## src/rtl/riscv_defines.v

```verilog
// Core-wide architectural widths shared by the RISC-V datapath blocks.
`ifndef RISCV_DEFINES_V
`define RISCV_DEFINES_V
`define RISCV_WORD_WIDTH 32
`define GP_REG_COUNT 32
`endif

```

## src/rtl/wb_scheduler_pkg.sv

```systemverilog
// Shared types for the writeback scheduler: grant encoding between arbiter and top.
`ifndef RISCV_WORD_WIDTH
`include "riscv_defines.v"
`endif

package wb_scheduler_pkg;

  typedef enum logic [1:0] {
    GNT_NONE = 2'd0,
    GNT_ALU  = 2'd1,
    GNT_LSU  = 2'd2
  } gnt_e;

endpackage

```

## src/rtl/wb_scheduler_arb.sv

```systemverilog
// Two-requester writeback arbiter: LSU-first, with ALU guaranteed a slot after two LSU wins.
module wb_arb
  import wb_scheduler_pkg::*;
(
  input  logic clk,
  input  logic rst_n,
  input  logic alu_valid,
  input  logic lsu_valid,
  output gnt_e gnt
);

  logic [1:0] lsu_streak;
  logic [1:0] lsu_streak_nxt;

  always_comb begin
    gnt = GNT_NONE;
    if (lsu_valid && !(alu_valid && lsu_streak == 2'd2)) begin
      gnt = GNT_LSU;
    end else if (alu_valid) begin
      gnt = GNT_ALU;
    end
  end

  // Streak only counts LSU wins that made a waiting ALU lose.
  always_comb begin
    lsu_streak_nxt = lsu_streak;
    if (!alu_valid || gnt == GNT_ALU) begin
      lsu_streak_nxt = 2'd0;
    end else if (gnt == GNT_LSU && lsu_streak != 2'd2) begin
      lsu_streak_nxt = lsu_streak + 2'd1;
    end
  end

  always_ff @(posedge clk or negedge rst_n) begin
    if (!rst_n) begin
      lsu_streak <= 2'd0;
    end else begin
      lsu_streak <= lsu_streak_nxt;
    end
  end

endmodule

```

## src/rtl/wb_scheduler.sv

```systemverilog
// Register scoreboard and single-port writeback scheduler between ALU/LSU and the register file.
`ifndef RISCV_WORD_WIDTH
`include "riscv_defines.v"
`endif

module wb_scheduler
  import wb_scheduler_pkg::*;
#(
  parameter int XLEN = `RISCV_WORD_WIDTH,
  parameter int NREG = `GP_REG_COUNT,
  localparam int AW  = $clog2(NREG)
) (
  input  logic            clk,
  input  logic            rst_n,
  input  logic            issue_valid_i,
  input  logic [AW-1:0]   issue_rd_i,
  input  logic [AW-1:0]   issue_rs1_i,
  input  logic [AW-1:0]   issue_rs2_i,
  input  logic            issue_wr_i,
  output logic            issue_ready_o,
  input  logic            alu_valid_i,
  input  logic [AW-1:0]   alu_rd_i,
  input  logic [XLEN-1:0] alu_data_i,
  output logic            alu_ready_o,
  input  logic            lsu_valid_i,
  input  logic [AW-1:0]   lsu_rd_i,
  input  logic [XLEN-1:0] lsu_data_i,
  output logic            lsu_ready_o,
  output logic            rf_write_en_o,
  output logic [AW-1:0]   rf_write_addr_o,
  output logic [XLEN-1:0] rf_write_data_o,
  output logic [NREG-1:0] pending_o,
  output logic            wb_err_o
);

  // Handshakes: issue and writeback requests transfer on a rising edge where valid && ready;
  // ready never depends on same-cycle commits, and valid is not required to hold after a loss.

  gnt_e            gnt;
  logic            any_gnt;
  logic            issue_fire;
  logic [AW-1:0]   gnt_rd;
  logic [XLEN-1:0] gnt_data;
  logic [NREG-1:0] pending_q;
  logic [NREG-1:0] pending_nxt;

  wb_arb u_arb (
    .clk       (clk),
    .rst_n     (rst_n),
    .alu_valid (alu_valid_i),
    .lsu_valid (lsu_valid_i),
    .gnt       (gnt)
  );

  assign alu_ready_o = (gnt == GNT_ALU);
  assign lsu_ready_o = (gnt == GNT_LSU);
  assign any_gnt     = (gnt != GNT_NONE);
  assign gnt_rd      = lsu_ready_o ? lsu_rd_i   : alu_rd_i;
  assign gnt_data    = lsu_ready_o ? lsu_data_i : alu_data_i;
  assign pending_o   = pending_q;

  assign issue_ready_o = !(pending_q[issue_rs1_i] || pending_q[issue_rs2_i] ||
                           (issue_wr_i && pending_q[issue_rd_i]));
  assign issue_fire    = issue_valid_i && issue_ready_o;

  // Clear first so a same-edge issue set wins on the same bit.
  always_comb begin
    pending_nxt = pending_q;
    if (rf_write_en_o) begin
      pending_nxt[rf_write_addr_o] = 1'b0;
    end
    if (issue_fire && issue_wr_i) begin
      pending_nxt[issue_rd_i] = 1'b1;
    end
    pending_nxt[0] = 1'b0;
  end

  always_ff @(posedge clk or negedge rst_n) begin
    if (!rst_n) begin
      pending_q       <= '0;
      rf_write_en_o   <= 1'b0;
      rf_write_addr_o <= '0;
      rf_write_data_o <= '0;
      wb_err_o        <= 1'b0;
    end else begin
      pending_q     <= pending_nxt;
      rf_write_en_o <= any_gnt && (gnt_rd != '0);
      if (any_gnt) begin
        rf_write_addr_o <= gnt_rd;
        rf_write_data_o <= gnt_data;
      end
      if (any_gnt && gnt_rd != '0 && !pending_q[gnt_rd]) begin
        wb_err_o <= 1'b1;
      end
    end
  end

endmodule

```

## config.mk

```make
export PLATFORM = sky130hd
export DESIGN_NAME = wb_scheduler
export DESIGN_NICKNAME = d
export VERILOG_FILES = /design/src/rtl/wb_scheduler_pkg.sv /design/src/rtl/wb_scheduler_arb.sv /design/src/rtl/wb_scheduler.sv
export VERILOG_INCLUDE_DIRS = /design/src /design/src/rtl
export SDC_FILE = /design/constraint.sdc
export NUM_CORES = 1
export LEC_CHECK = 0
export CELL_PAD_IN_SITES_DETAIL_PLACEMENT = 0
export CELL_PAD_IN_SITES_GLOBAL_PLACEMENT = 1
export CORE_UTILIZATION = 30
export DETAILED_ROUTE_END_ITERATION = 6
export GPL_ROUTABILITY_DRIVEN = 0
export PLACE_DENSITY_LB_ADDON = 0.1
export RECOVER_POWER = 100
export SETUP_SLACK_MARGIN = 0.4
export SYNTH_ARGS = -nofsm -noshare
export SYNTH_HDL_FRONTEND = slang
export SYNTH_HIERARCHICAL = 1
export SYNTH_SLANG_ARGS = --single-unit
```

## constraint.sdc

```tcl
create_clock -name clk -period 2.3 [get_ports clk]
set_input_delay 0.23 -clock clk [delete_from_list [all_inputs] [get_ports clk]]
set_output_delay 0.23 -clock clk [all_outputs]
set_load 0.05 [all_outputs]
```

### Word level (Yosys, flattened, before mapping)

Cells that the tools add are included.

* add/subtract/negate cells: 1
* magnitude comparators: 7
* equal/unequal tests: 4
* multiplexer cells: 20
* bitwise gates (word level): 3
* reductions and logical operators: 20

Operator list (count)
* $mux W32: 3
* $and A32 B32 Y32: 1
* $not A32 Y32: 1
* $or A32 B32 Y32: 1
* $lt A5 B6 Y1 const B: 5
* $bmux W1 S5: 4
* $demux W1 S5: 2
* $ge A5 B1 Y1 const B: 2
* $logic_and A1 B1 Y1: 10
* $mux W1: 7
* $mux W2: 3
* $mux W5: 1
* $reduce_bool A5 Y1: 1
* $eq A2 B2 Y1 const B: 2
* $logic_not A1 Y1: 4
* $reduce_bool A2 Y1: 2
* $logic_or A1 B1 Y1: 3
* $add A2 B1 Y2 const B: 1
* $eq A2 B1 Y1 const B: 1
* $ne A2 B2 Y1 const B: 1

* register bits after elaboration: 72
* input bits: 95
* output and inout bits: 74
* logic and storage cells: 61

### Logic depth before layout (Yosys ltp)

Gate-level depths: netlist of the first run.

* word-level depth: 11
* gate-level depth with buffers: 13
* gate-level depth less buffers: 10

### By module

The synthesis of the first run kept the hierarchy.

Modules (own cells, without submodules)
* wb_scheduler: instances 1, cells each 429, area an instance 4277.9 µm², sequential area each 1751.7 µm²
* wb_arb: instances 1, cells each 10, area an instance 100.1 µm², sequential area each 50.0 µm²

### Worst setup path before layout of the first run

No wires, ideal clock.

* kind: register to output
* start point: reg pending_q[26] (netlist: pending_o[26])
* end point: out issue_ready_o
* arrival: 2465 ps
* data required time: 2070 ps
* slack: -395 ps
* cell stages (with the launch flop): 7
* path buffers: 0
* cells stage by stage: dfrtp_1 mux4_1 mux2i_1 o32ai_1 nor3_2 nand2_1 a21oi_1

* longest elaborated chain between the ends: 5

RTL lines
* from (decl): RTL line wb_scheduler.sv:44 `logic [NREG-1:0] pending_q;`
* from (signal assigned): RTL line wb_scheduler.sv:86 `pending_q <= pending_nxt;`
* $bmux W1 S5, on equally long branches: RTL line wb_scheduler.sv:62, wb_scheduler.sv:63
* $mux W1, on equally long branches: RTL line wb_scheduler.sv:62, wb_scheduler.sv:63
* $logic_or A1 B1 Y1 / $logic_and A1 B1 Y1 (equally long branches): RTL line wb_scheduler.sv:62, wb_scheduler.sv:63
* $logic_or A1 B1 Y1 (*): RTL line wb_scheduler.sv:62 `assign issue_ready_o = !(pending_q[issue_rs1_i] || pending_q[issue_rs2_i] ||`
* $logic_not A1 Y1 (*): RTL line wb_scheduler.sv:62
* to (decl): RTL line wb_scheduler.sv:20 `output logic issue_ready_o,`

Every way passes the cells marked *; elsewhere a longest branch is shown, timed or not. The select of a mux whose other input is x is not followed.

### Final worst setup path of the first run

* start point: reg u_arb.lsu_streak[0]
* end point: reg wb_err_o

* longest elaborated chain between the ends: 11

RTL lines
* from (decl): RTL line wb_scheduler_arb.sv:12 `logic [1:0] lsu_streak;`
* from (signal assigned): RTL line wb_scheduler_arb.sv:38 `lsu_streak <= lsu_streak_nxt;`
* $eq A2 B2 Y1 (*): RTL line wb_scheduler_arb.sv:17 `if (lsu_valid && !(alu_valid && lsu_streak == 2'd2)) begin`
* $logic_and A1 B1 Y1 (*): RTL line wb_scheduler_arb.sv:17
* $logic_not A1 Y1 (*): RTL line wb_scheduler_arb.sv:17
* $logic_and A1 B1 Y1 (*): RTL line wb_scheduler_arb.sv:17
* $mux W2 (*): RTL line wb_scheduler_arb.sv:17
* net gnt[1]: RTL line wb_scheduler.sv:39 `gnt_e gnt;`
* $eq A2 B2 Y1: RTL line wb_scheduler.sv:56 `assign lsu_ready_o = (gnt == GNT_LSU);`
* $mux W5: RTL line wb_scheduler.sv:58 `assign gnt_rd = lsu_ready_o ? lsu_rd_i : alu_rd_i;`
* $bmux W1 S5: RTL line wb_scheduler.sv:92 `if (any_gnt && gnt_rd != '0 && !pending_q[gnt_rd]) begin`
* $mux W1 (implied by the code): RTL line wb_scheduler.sv:92
* $logic_not A1 Y1: RTL line wb_scheduler.sv:92
* $logic_and A1 B1 Y1 (*): RTL line wb_scheduler.sv:92
* to (signal assigned): RTL line wb_scheduler.sv:84 `wb_err_o <= 1'b0;`
* to (signal assigned): RTL line wb_scheduler.sv:93 `wb_err_o <= 1'b1;`
* to (decl): RTL line wb_scheduler.sv:33 `output logic wb_err_o`

Mark *: on every way through the listed nets, which the timed path passes. The rest lies on a longest branch. The select of a mux whose other input is x is not followed.
A chain may end at the register's enable or synchronous reset.

==> summary.md, run 1 <==
| Metric | Value |
|---|---|
| MaxCap Viol Count | `0` |
| Sink Count | `72` |
| Synth area leaders | `dfrtp_1 41%, mux2i_1 15%, o21ai_0 11%` |
| Per-cell routed wire length | `20.3 um` |
| Final worst slack | `-0.128 ns` |
| Total CTS buffers | `9` |
| Top-count cell post-synth | `o21ai_0` |
| Via count | `4655` |
| Largest net degree at the start of global routing | `41` |
| Antenna-violating nets left | `0` |
| Slew HR | `0.325` |
| # diodes | `0` |
| Non-Filler Instances | `883` |
| FF+latch area | `1840 um2` |
| Critical path arrival | `2.67 ns` |
| Max Freq | `0.412 GHz` |
| Mean post-synth cell area | `9.97 um2` |
| Port-buffer cells | `167` |
| Distinct cells, synth | `45` |
| Failing checks | `setup timing` |
| Post-route clock period utilization | `1.06` |
| Vias in the first global route | `4706` |
| HPWL Detailed | `12300 um` |
| TritonCTS clock tree | `done` |
| DRT Pass-1 Iters | `4` |
| Share of layout cells above drive strength 1 | `0.312` |
| Initial antenna violation count | `0` |
| Max-slew violations | `0` |
| Post-synth EDFFs | `0` |
| DR vias/cell | `5.27` |
| Synth Flop Type | `dfrtp_1` |
| Layout Utilization | `0.553` |
| Synth area leader | `dfrtp_1` |
| Outcome | `finished with violations` |
| Filler instances | `1298` |
| Grt total ovfl | `0` |
| First-pass GRT wire length | `27400 um` |
| Synth cell count leaders | `96 x o21ai_0, 72 x dfrtp_1, 66 x mux2i_1, 49 x nand2_1, 19 x nor2_1` |
| CP max FO | `6` |
| CP max stage cell | `mux4_2` |
| Crit start category | `flop` |
| Setup violators final | `2` |
| CP max stage delay | `0.56 ns` |
| # nets final | `794` |
| Power Total | `8.02 mW` |
| GR peak layer | `met2` |
| 1st-iter DRT viols | `316` |
| Power per Cell Area | `1030 nW/um2` |
| Post-synthesis sequential area ratio | `0.412` |
| Worst hold path type | `primary input to async pin` |
| RSZ-0062 raised after global routing | `yes` |
| Die area | `15100 um2` |
| DP Worst Slack | `-0.366 ns` |
| CP Class | `flop to flop` |
| Total routed wirelength | `17900 um` |
| CTS clock-pin slew for the worst setup and hold paths | `0.06 ns` |
| Row cnt | `43` |
| Width of the die | `123 um` |
| Met3 Usage GRT | `0.0637` |
| Warnings from Yosys | `6` |
| CTS max path bufs | `2` |
| Htree depth | `3` |
| Synth Register Bits | `72` |
| P&R area growth vs syn | `77.2%` |
| Final setup TNS | `-0.244 ns` |
| Worst-path cell chain | `inv_2 -> ha_4 -> clkbuf_1 -> a21boi_4 -> nor2b_4 -> buf_6 -> buf_4 -> o21ai_4 -> mux4_2 -> nand2_1 -> nand4_1 -> o311ai_2` |
| Routing usage on met2 | `0.380` |
| Area of the multi-input gates | `2750 um2` |
| Async S/R FF share, synth | `1.00` |
| IO Pins | `169` |
| Post-Syn Nets | `535` |
| Die Height | `123 um` |
| Residual DRC | `0` |
| Cell count after placement | `828` |
| Root Driver | `clkbuf_16` |
| Worst-Skew Late Latency | `0.34 ns` |
| Worst-margin pin slew | `1.01 ns` |
| Core Footprint | `14000 um2` |
| Total Routing Usage GR | `0.248` |
| Worst EP required | `2.54 ns` |
| Reg2reg path depth | `12` |
| Min Tclk post-route | `2.43 ns` |
| Setup Skew | `0.0119 ns` |
| Mapped Area | `4380 um2` |
| Synth Instances | `439` |
| Met1 Track Usage GR | `0.343` |
| Share of the synthesized area in the top cell type | `0.412` |
| Worst vdd ir | `0.506 mV` |
| Hold Violations, Final | `0` |
| Crit. End Element | `flop` |
| Initial Utilization | `0.312` |
| Static leakage | `3.22 nW` |
## area by class of cell
class,instances,share of cell area
repair buffers,272,0.340
clock buffers,12,0.0305
flip-flops and latches,72,0.237
clock inverters,4,0.00613
multi-input cells,337,0.355
inverters,6,0.00290
well taps,180,0.0290
## final timing paths
path	endpoint	startpoint	slack, ns
worst min register to register	wb_err_o$_DFFE_PN0P_	wb_err_o$_DFFE_PN0P_	0.52
worst max register to register	wb_err_o$_DFFE_PN0P_	u_arb/lsu_streak[0]$_DFFE_PN0P_	-0.13
worst max-delay path	wb_err_o$_DFFE_PN0P_	u_arb/lsu_streak[0]$_DFFE_PN0P_	-0.13
worst min-delay path	u_arb/lsu_streak[0]$_DFFE_PN0P_	rst_n	0.44
max in group asynchronous	pending_o[13]$_DFF_PN0_	rst_n	0.35
min in group clk	rf_write_data_o[5]$_DFFE_PN0P_	alu_data_i[5]	0.45
## timing repair
action	CTS	global route
hold endpoints to repair	10	0
hold buffers	1	0
setup buffers	24	9
resized for setup	88	25
pin swaps	16	9
cloned	5	0
endpoints found under the setup margin	53	57
## logic make-up after synthesis
logic type | count (synthesis) | share of synthesized area
and+or+nand+nor | 121 | 0.138
AOI/OAI and AO/OA | 127 | 0.163
muxes | 86 | 0.251
adders and majority gates | 1 | 0.00286
DFF | 72 | 0.412
buffers and inverters | 31 | 0.0326
other | 1 | 0.000857
## worst max-delay path: cells and delay by family, from the launching register on
family                   cells  cell delay, ns
multiplexers                 1            0.56
adder cells (fa/ha/maj)      1            0.13
AO/OA/AOI/OAI                3            0.43
buffers and inverters        4            0.49
AND/OR/NAND/NOR              3            0.34
flip-flops                   1            0.39
## cell usage in the layout (no fill, tap or decap), drive strengths merged, types with 3 or more instances in the layout
master,count
mux4,17
nor2,19
nand4,7
o21ai,98
nand4b,3
mux2,3
clkbuf,34
dfrtp,72
a21oi,5
dlygate4sd2,19
or3b,3
o22ai,10
inv,6
nor3,8
clkdlybuf4s50,134
nand3,7
nand2,49
nand3b,11
nor2b,3
mux2i,66
bufbuf,4
buf,92
## per-layer routing
layer,part of all wire,vias up,wire length [um]
met5,0,-,0
met4,0.017,0,297
met3,0.076,24,1360
met2,0.46,190,8150
met1,0.45,2277,8100
li1,-,2164,-
## per-stage QoR
step	hold slack (ns)	area, um2
finish	0.443	7760
detailed placement	0.139	6850
global placement	0.138	6850
CTS	0.318	7740
floorplan	-0.0656	4460
global route	0.451	7760
## power by group
group,switching (mW),internal [mW]
Clock,0.537,0.837
Sequential,0.499,1.68
Combinational,2.68,1.78
Total,3.72,4.29
## registers in the layout (all words and copies together) (netlist names)
| name | flops |
|---|---|
| rf_write_data_o | 32 |
| pending_o | 31 |
| rf_write_addr_o | 5 |
| u_arb/lsu_streak | 2 |
| rf_write_en_o | 1 |
| wb_err_o | 1 |
Note: power is estimated with default switching activity, not from simulation.
==> inputs of run 2 (changes only) <==
- CORE_UTILIZATION: 30 -> 31
- SYNTH_HIERARCHICAL: 1 -> default
==> run 2 against run 1 <==
Compared with the run above: sequential share of layout area fell by 0.94 points; clock-buffer cell count fell by 2; die area rose by 2.1%; final area rose by 4.4%; largest cell class unchanged; register-to-register slack got worse by 0.12 ns; the flow finishes with violations (capacitance limit, slew limit, setup timing); setup slack got worse by 0.15 ns; highest routed layer unchanged; core utilization rose by 0.46 points; synthesized area rose by 5.6%; total power rose by 14%.
==> summary.md, run 2 <==
| Metric | Value |
|---|---|
| DRT Pass-1 Iters | `4 (unchanged)` |
| Min Tclk post-route | `2.58 ns (+0.150 ns)` |
| Power Total | `9.15 mW (+14%)` |
| P_sw | `4.18 mW (+12%)` |
| CP Class | `flop to primary output` |
| Setup Skew | `0.00869 ns (-0.00319 ns)` |
| R2R Path Start | `pending_o[31]$_DFF_PN0_` |
| Residual DRC | `0 (unchanged)` |
| Crit. End Element | `primary output` |
| First-pass GRT wire length | `28600 um (+4.5%)` |
| Row cnt | `44 (+2.3%)` |
| Final worst slack | `-0.278 ns (-0.150 ns)` |
| Worst EP required | `2.07 ns (-0.47 ns)` |
| Post-synthesis sequential area ratio | `0.390 (-0.0217)` |
| Outcome | `finished with violations` |
| Power per Cell Area | `1130 nW/um2 (+9.4%)` |
| Total routed wirelength | `19400 um (+8.5%)` |
| Synth Flop Type | `dfrtp_1` |
| Combinational share of power | `0.602 (+0.045)` |
| WP buf/inv | `1 (-3)` |
| P&R area growth vs syn | `75.2%` |
| Worst-margin pin slew | `1.83 ns (+0.822 ns)` |
| Most common cell after layout, fill and taps aside | `clkdlybuf4s50_1` |
| Reg power frac | `0.216 (-0.056)` |
| Total Routing Usage GR | `0.252 (+0.00392)` |
| Finished layout cell area | `8100 um2 (+4.4%)` |
| Layout Utilization | `0.557 (+0.00464)` |
| Synth area leader | `dfrtp_1` |
| Critical path arrival | `2.35 ns (-0.32 ns)` |
| Crit start category | `flop` |
| Width of the die | `124 um (+1.1%)` |
| Grt total ovfl | `0 (unchanged)` |
| RSZ-0062 raised after global routing | `yes` |
| DR vias/cell | `5.62 (+6.6%)` |
| Synth cell count leaders | `72 x dfrtp_1, 64 x o21ai_0, 62 x nand2_1, 57 x mux2i_1, 25 x mux4_2` |
| Antenna-violating nets left | `0 (unchanged)` |
| Htree depth | `3 (unchanged)` |
| Hold WS | `0.318 ns (-0.125 ns)` |
| Static leakage | `3.45 nW (+7.2%)` |
| Sink Count | `72 (unchanged)` |
| Per-cell routed wire length | `21.7 um (+7.2%)` |
| Core Footprint | `14500 um2 (+3.5%)` |
| IO Pins | `169 (unchanged)` |
| Total CTS buffers | `9 (unchanged)` |
| # diodes | `0 (unchanged)` |
| Failing checks | `capacitance limit, slew limit, setup timing` |
| CP max FO | `2 (-4)` |
| Share of the synthesized area in the top cell type | `0.390 (-0.0217)` |
| Clock Power Share | `0.182 (+0.011)` |
| Top-count cell post-synth | `dfrtp_1` |
| DP Worst Slack | `-0.649 ns (-0.283 ns)` |
| Largest net degree at the start of global routing | `41 (unchanged)` |
| Initial Utilization | `0.318 (+0.00624)` |
| Reg2reg path depth | `7 (-5)` |
| Synth Register Bits | `72 (unchanged)` |
| HPWL Detailed | `14000 um (+14%)` |
| Port-buffer cells | `167 (unchanged)` |
| Net Sw Frac | `0.457 (-0.00731)` |
| Worst hold path type | `primary input to flop` |
| Initial antenna violation count | `0 (unchanged)` |
| Synth area leaders | `dfrtp_1 39%, mux2i_1 12%, mux4_2 12%` |
| CTS clock-pin slew for the worst setup and hold paths | `0.06 ns (about the same)` |
| Hold path start | `alu_valid_i` |
| Via count | `5026 (+8.0%)` |
| Worst Hold Depth | `3` |
| Max reg flops | `32 (unchanged)` |
| Most frequent cells in the layout | `89 x clkdlybuf4s50_1, 79 x buf_4, 63 x o21ai_0, 61 x nand2_1, 56 x mux2i_1` |
| CP max stage cell | `mux4_2` |
| Mapped Area | `4620 um2 (+5.6%)` |
| R2R Setup Slk | `-0.25 ns (-0.12 ns)` |
| Worst vdd ir | `0.511 mV (+1.1%)` |
| Max-slew violations | `34 (+34)` |
| Post-Syn Nets | `546 (+2.1%)` |
| Hold Violations, Final | `0 (unchanged)` |
| Max Freq | `0.388 GHz (-5.8%)` |
| Non-Filler Instances | `894 (+1.2%)` |
| Final setup TNS | `-5.02 ns (-4.78 ns)` |
| # nets final | `801 (+0.88%)` |
| WHS Endpoint | `rf_write_en_o$_DFF_PN0_` |
| TritonCTS clock tree | `done` |
| Share of layout cells above drive strength 1 | `0.328 (+0.0166)` |
| Most flops, register | `rf_write_data_o` |
| CTS Hold Buffers Added | `0 (-1)` |
| Die Height | `124 um (+1.1%)` |
| Post-Place Cell Area | `7280 um2 (+6.2%)` |
| Filler instances | `1311 (+1.0%)` |
| Setup violators final | `33 (+31)` |
| Die area | `15400 um2 (+2.1%)` |
| Mean post-synth cell area | `10.3 um2 (+3.0%)` |
| Vias in the first global route | `4996 (+6.2%)` |
| Post-route clock period utilization | `1.12 (+0.0652)` |
| 1st-iter DRT viols | `393 (+24%)` |
| MaxCap Viol Count | `1 (+1)` |
| Root Driver | `clkbuf_16` |
| Worst-path cell chain | `mux4_2 -> mux4_2 -> mux2i_1 -> nand2_2 -> a21oi_4 -> buf_12` |
| Crit path top cell by count | `mux4_2` |
| Worst-Skew Late Latency | `0.34 ns (about the same)` |
| Synth Instances | `450 (+2.5%)` |
| Distinct cells, synth | `41 (-8.9%)` |
| Slew HR | `-0.223 (-0.548)` |
| CTS max path bufs | `2 (unchanged)` |
| CP delay by family, top | `multiplexers` |
| CP max stage delay | `0.48 ns (-0.08 ns)` |
| Warnings from Yosys | `0 (-6)` |
| Post-synth EDFFs | `0 (unchanged)` |
| R2R Path End | `pending_o[5]$_DFF_PN0_` |
| Cell count after placement | `866 (+4.6%)` |
| Async S/R FF share, synth | `1.00 (unchanged)` |
| Internal Power | `4.97 mW (+16%)` |
==> run 2: changes by cell type after synthesis, moves of 10 or more <==
| cell | change |
|---|---|
| mux4_2 | +14 |
| nand3_1 | +13 |
| clkbuf_1 | +12 |
| o22ai_1 | -10 |
| o21ai_0 | -32 |
| nand2_1 | +13 |
| o31ai_1 | +16 |
| o41ai_2 | +13 |
==> run 2: final cells by class <==
class	instances	area [um2]	share of cell area
Clock buffer	10	239	0.0295
Clock inverter	6	116	0.0144
Inverter	6	22.5	0.00278
Multi-Input combinational cell	334	3010	0.372
Sequential cell	72	1840	0.227
Tap cell	184	230	0.0284
Timing Repair Buffer	282	2640	0.326
==> run 2: power by group through the flow <==
stage | clock network [mW] | logic (mW) | registers [mW]
after floorplan | 0 | 1.38 | 3.16
after global placement | 0 | 4.90 | 2.00
after detailed placement | 0 | 4.95 | 1.98
after CTS | 1.69 | 5.16 | 1.96
after global routing | 1.74 | 5.69 | 2.00
final | 1.66 | 5.51 | 1.98
==> run 2: what timing repair did <==
action / in CTS / in global routing
buffers inserted: 6 / 2
resized for setup: 60 / 57
endpoints found under the hold margin: 0 / 0
setup endpoints to repair: 90 / 53
pin swaps: 5 / 30
cloned: 3 / 1
==> run 2: worst reg2reg max path, cell delays in order, from the launching register on <==
cell and delay [ns]:
dfrtp_2 0.44, mux4_2 0.47, mux4_2 0.48, mux2i_1 0.17, nand2_2 0.14, buf_4 0.20, buf_6 0.16, o41ai_2 0.38
==> run 2: logic make-up after synthesis <==
| group | after synthesis | share of synthesized area |
|---|---|---|
| buffers and inverters | 44 | 0.0398 |
| DFF | 72 | 0.390 |
| AOI/OAI and AO/OA | 124 | 0.192 |
| adders and majority gates | 1 | 0.00271 |
| and+or+nand+nor | 125 | 0.128 |
| other | 1 | 0.000811 |
| muxes | 83 | 0.248 |
==> run 2: worst max-delay path by stage <==
stage | to | cells past startpoint | from
after floorplan | issue_ready_o | 6 | pending_o[31]$_DFF_PN0_
after global placement | pending_o[8]$_DFF_PN0_ | 8 | issue_rs2_i[0]
after detailed placement | pending_o[9]$_DFF_PN0_ | 8 | issue_rs2_i[0]
after CTS | issue_ready_o | 6 | pending_o[31]$_DFF_PN0_
after global routing | issue_ready_o | 8 | pending_o[18]$_DFF_PN0_
final | issue_ready_o | 6 | pending_o[31]$_DFF_PN0_
==> run 2: layer usage <==
metal / vias to the layer above / global-route usage / routed length (um)
met5: - / 0 / 0
met2: 263 / 0.371 / 8870
met4: 0 / 0.0900 / 423
met3: 36 / 0.0650 / 1710
li1: 2222 / - / -
met1: 2505 / 0.354 / 8430
==> inputs of run 3 (changes only) <==
- RECOVER_POWER: 100 -> 50
==> run 3 against run 2 <==
Compared with the run above: the run still ends with capacitance limit, slew limit, setup timing left; critical path depth did not move; wire length rose by 0.32%; sequential share of layout area fell by 0.24 points; first-iteration DRC count rose by 1.0%; clock-buffer cell count did not move; cell count did not move; maximum frequency rose by 0.31%; clock power barely moved; combinational power rose by 2%; register-to-register slack barely moved; final area rose by 1.1%; largest power group unchanged.
==> summary.md, run 3 (synthesized netlist as in run 2, its figures left out) <==
| Metric | Value |
|---|---|
| Outcome | `finished with violations` |
| Failing checks | `capacitance limit, slew limit, setup timing` |
| 1st-iter DRT viols | `397 (+1.0%)` |
| CP Class | `flop to primary output` |
| CTS Hold Buffers Added | `0 (unchanged)` |
| CTS max path bufs | `2 (unchanged)` |
| Htree depth | `3 (unchanged)` |
| Power per Cell Area | `1130 nW/um2 (about the same)` |
| Die area | `15400 um2 (unchanged)` |
| Post-Place Cell Area | `7280 um2 (unchanged)` |
| Row cnt | `44 (unchanged)` |
| Largest net degree at the start of global routing | `41 (unchanged)` |
| HPWL Detailed | `14000 um (unchanged)` |
| Most flops, register | `rf_write_data_o` |
| Width of the die | `124 um (unchanged)` |
| Share of layout cells above drive strength 1 | `0.339 (+0.0113)` |
| CP max FO | `2 (unchanged)` |
| Most common cell after layout, fill and taps aside | `clkdlybuf4s50_1` |
| Layout Utilization | `0.563 (+0.00603)` |
| Port-buffer cells | `167 (unchanged)` |
| Per-cell routed wire length | `21.8 um (+0.32%)` |
| # diodes | `0 (unchanged)` |
| First-pass GRT wire length | `28600 um (unchanged)` |
| Cell count after placement | `866 (unchanged)` |
| IO Pins | `169 (unchanged)` |
| CTS clock-pin slew for the worst setup and hold paths | `0.06 ns (about the same)` |
| Setup violators final | `33 (unchanged)` |
| Slew HR | `-0.210 (+0.0137)` |
| Static leakage | `3.46 nW (+0.17%)` |
| Residual DRC | `0 (unchanged)` |
| Via count | `5022 (-0.080%)` |
| Min Tclk post-route | `2.57 ns (-0.00804 ns)` |
| Sink Count | `72 (unchanged)` |
| Critical path arrival | `2.34 ns (about the same)` |
| Hold WS | `0.318 ns (+0.000167 ns)` |
| Root Driver | `clkbuf_16` |
| Most frequent cells in the layout | `130 x clkdlybuf4s50_1, 85 x buf_4, 63 x o21ai_0, 61 x nand2_1, 55 x mux2i_1` |
| Initial antenna violation count | `0 (unchanged)` |
| Worst-margin pin slew | `1.81 ns (-0.0205 ns)` |
| Max reg flops | `32 (unchanged)` |
| Final setup TNS | `-4.76 ns (+0.264 ns)` |
| DR vias/cell | `5.62 (about the same)` |
| RSZ-0062 raised after global routing | `yes` |
| Max Freq | `0.389 GHz (+0.31%)` |
| Worst hold path type | `primary input to flop` |
| # nets final | `801 (unchanged)` |
| Max-slew violations | `34 (unchanged)` |
| Crit. End Element | `primary output` |
| Crit start category | `flop` |
| Total CTS buffers | `9 (unchanged)` |
| MaxCap Viol Count | `1 (unchanged)` |
| Non-Filler Instances | `894 (unchanged)` |
| Finished layout cell area | `8190 um2 (+1.1%)` |
| Total Routing Usage GR | `0.252 (unchanged)` |
| Antenna-violating nets left | `0 (unchanged)` |
| Final worst slack | `-0.270 ns (+0.00804 ns)` |
| DRT Pass-1 Iters | `5 (+1)` |
| Worst EP required | `2.07 ns (about the same)` |
| TritonCTS clock tree | `done` |
| Worst-Skew Late Latency | `0.34 ns (about the same)` |
| Core Footprint | `14500 um2 (unchanged)` |
| Worst vdd ir | `0.515 mV (+0.70%)` |
| Setup Skew | `0.0100 ns (+0.00135 ns)` |
| Hold Violations, Final | `0 (unchanged)` |
| Die Height | `124 um (unchanged)` |
| Post-route clock period utilization | `1.12 (-0.00350)` |
| Total routed wirelength | `19500 um (+0.32%)` |
| P&R area growth vs syn | `77.1%` |
| Initial Utilization | `0.318 (unchanged)` |
| Grt total ovfl | `0 (unchanged)` |
| Vias in the first global route | `4996 (unchanged)` |
-- run 3: changes by cell type in the layout (fill, tap and decap cells not counted), sizes merged --
cell / change
buf: +10
clkbuf: -9
clkdlybuf4s50: +41
dlygate4sd3: -41
dlymetal6s4s: -1
-- run 3: final timing paths --
check / depth (start not counted) / endpoint / slack, ns / startpoint
max: 6 / issue_ready_o / -0.27 / pending_o[31]$_DFF_PN0_
min: 3 / rf_write_en_o$_DFF_PN0_ / 0.32 / alu_valid_i
max reg2reg: 7 / pending_o[13]$_DFF_PN0_ / -0.25 / pending_o[31]$_DFF_PN0_
min reg2reg: 2 / u_arb.lsu_streak[0]$_DFFE_PN0P_ / 0.51 / u_arb.lsu_streak[0]$_DFFE_PN0P_
max in group asynchronous: 2 / pending_o[29]$_DFF_PN0_ / 0.34 / rst_n
min in group asynchronous: 1 / rf_write_data_o[28]$_DFFE_PN0P_ / 0.38 / rst_n
-- run 3: per-layer routing --
layer / vias up / global-route usage / share of wire
li1: 2224 / - / -
met1: 2492 / 0.354 / 0.43
met2: 270 / 0.371 / 0.46
met3: 36 / 0.0650 / 0.093
met4: 0 / 0.0900 / 0.021
met5: - / 0 / 0
-- run 3: worst max-delay path: stages, from the launching register on --
cell	delay, ns
dfrtp_2	0.44
mux4_2	0.47
mux4_2	0.48
mux2i_1	0.17
nand2_2	0.13
a21oi_4	0.16
buf_12	0.15
-- run 3: cell type report --
class | count | area (um2)
fill | 1303 | 6350
multi-input combinational | 334 | 3020
timing repair buffer | 282 | 2710
sequential | 72 | 1840
clock buffer | 10 | 239
tap | 184 | 230
clock inverter | 6 | 116
inverter | 6 | 25.0
-- run 3: per-stage QoR --
step / power (mW) / setup WS, ns
after detailed placement: 6.93 / -0.649
after CTS: 8.80 / -0.261
after global placement: 6.91 / -0.613
final: 9.26 / -0.270
after floorplan: 4.55 / -0.0983
after global routing: 9.54 / -0.302
-- run 3: timing repair --
item,CTS,global route
endpoints found under the hold margin,0,0
gates resized for setup,60,57
pin swaps,5,30
setup endpoints to repair,90,53
buffers inserted,6,2
cloned,3,1
-- run 3: power by group --
part	internal (mW)	switching, mW	total (mW)	leakage (nW)
registers	1.65	0.335	1.98	0.836
clock network	1.10	0.573	1.67	0.173
logic	2.32	3.29	5.61	2.45
total	5.06	4.20	9.26	3.46
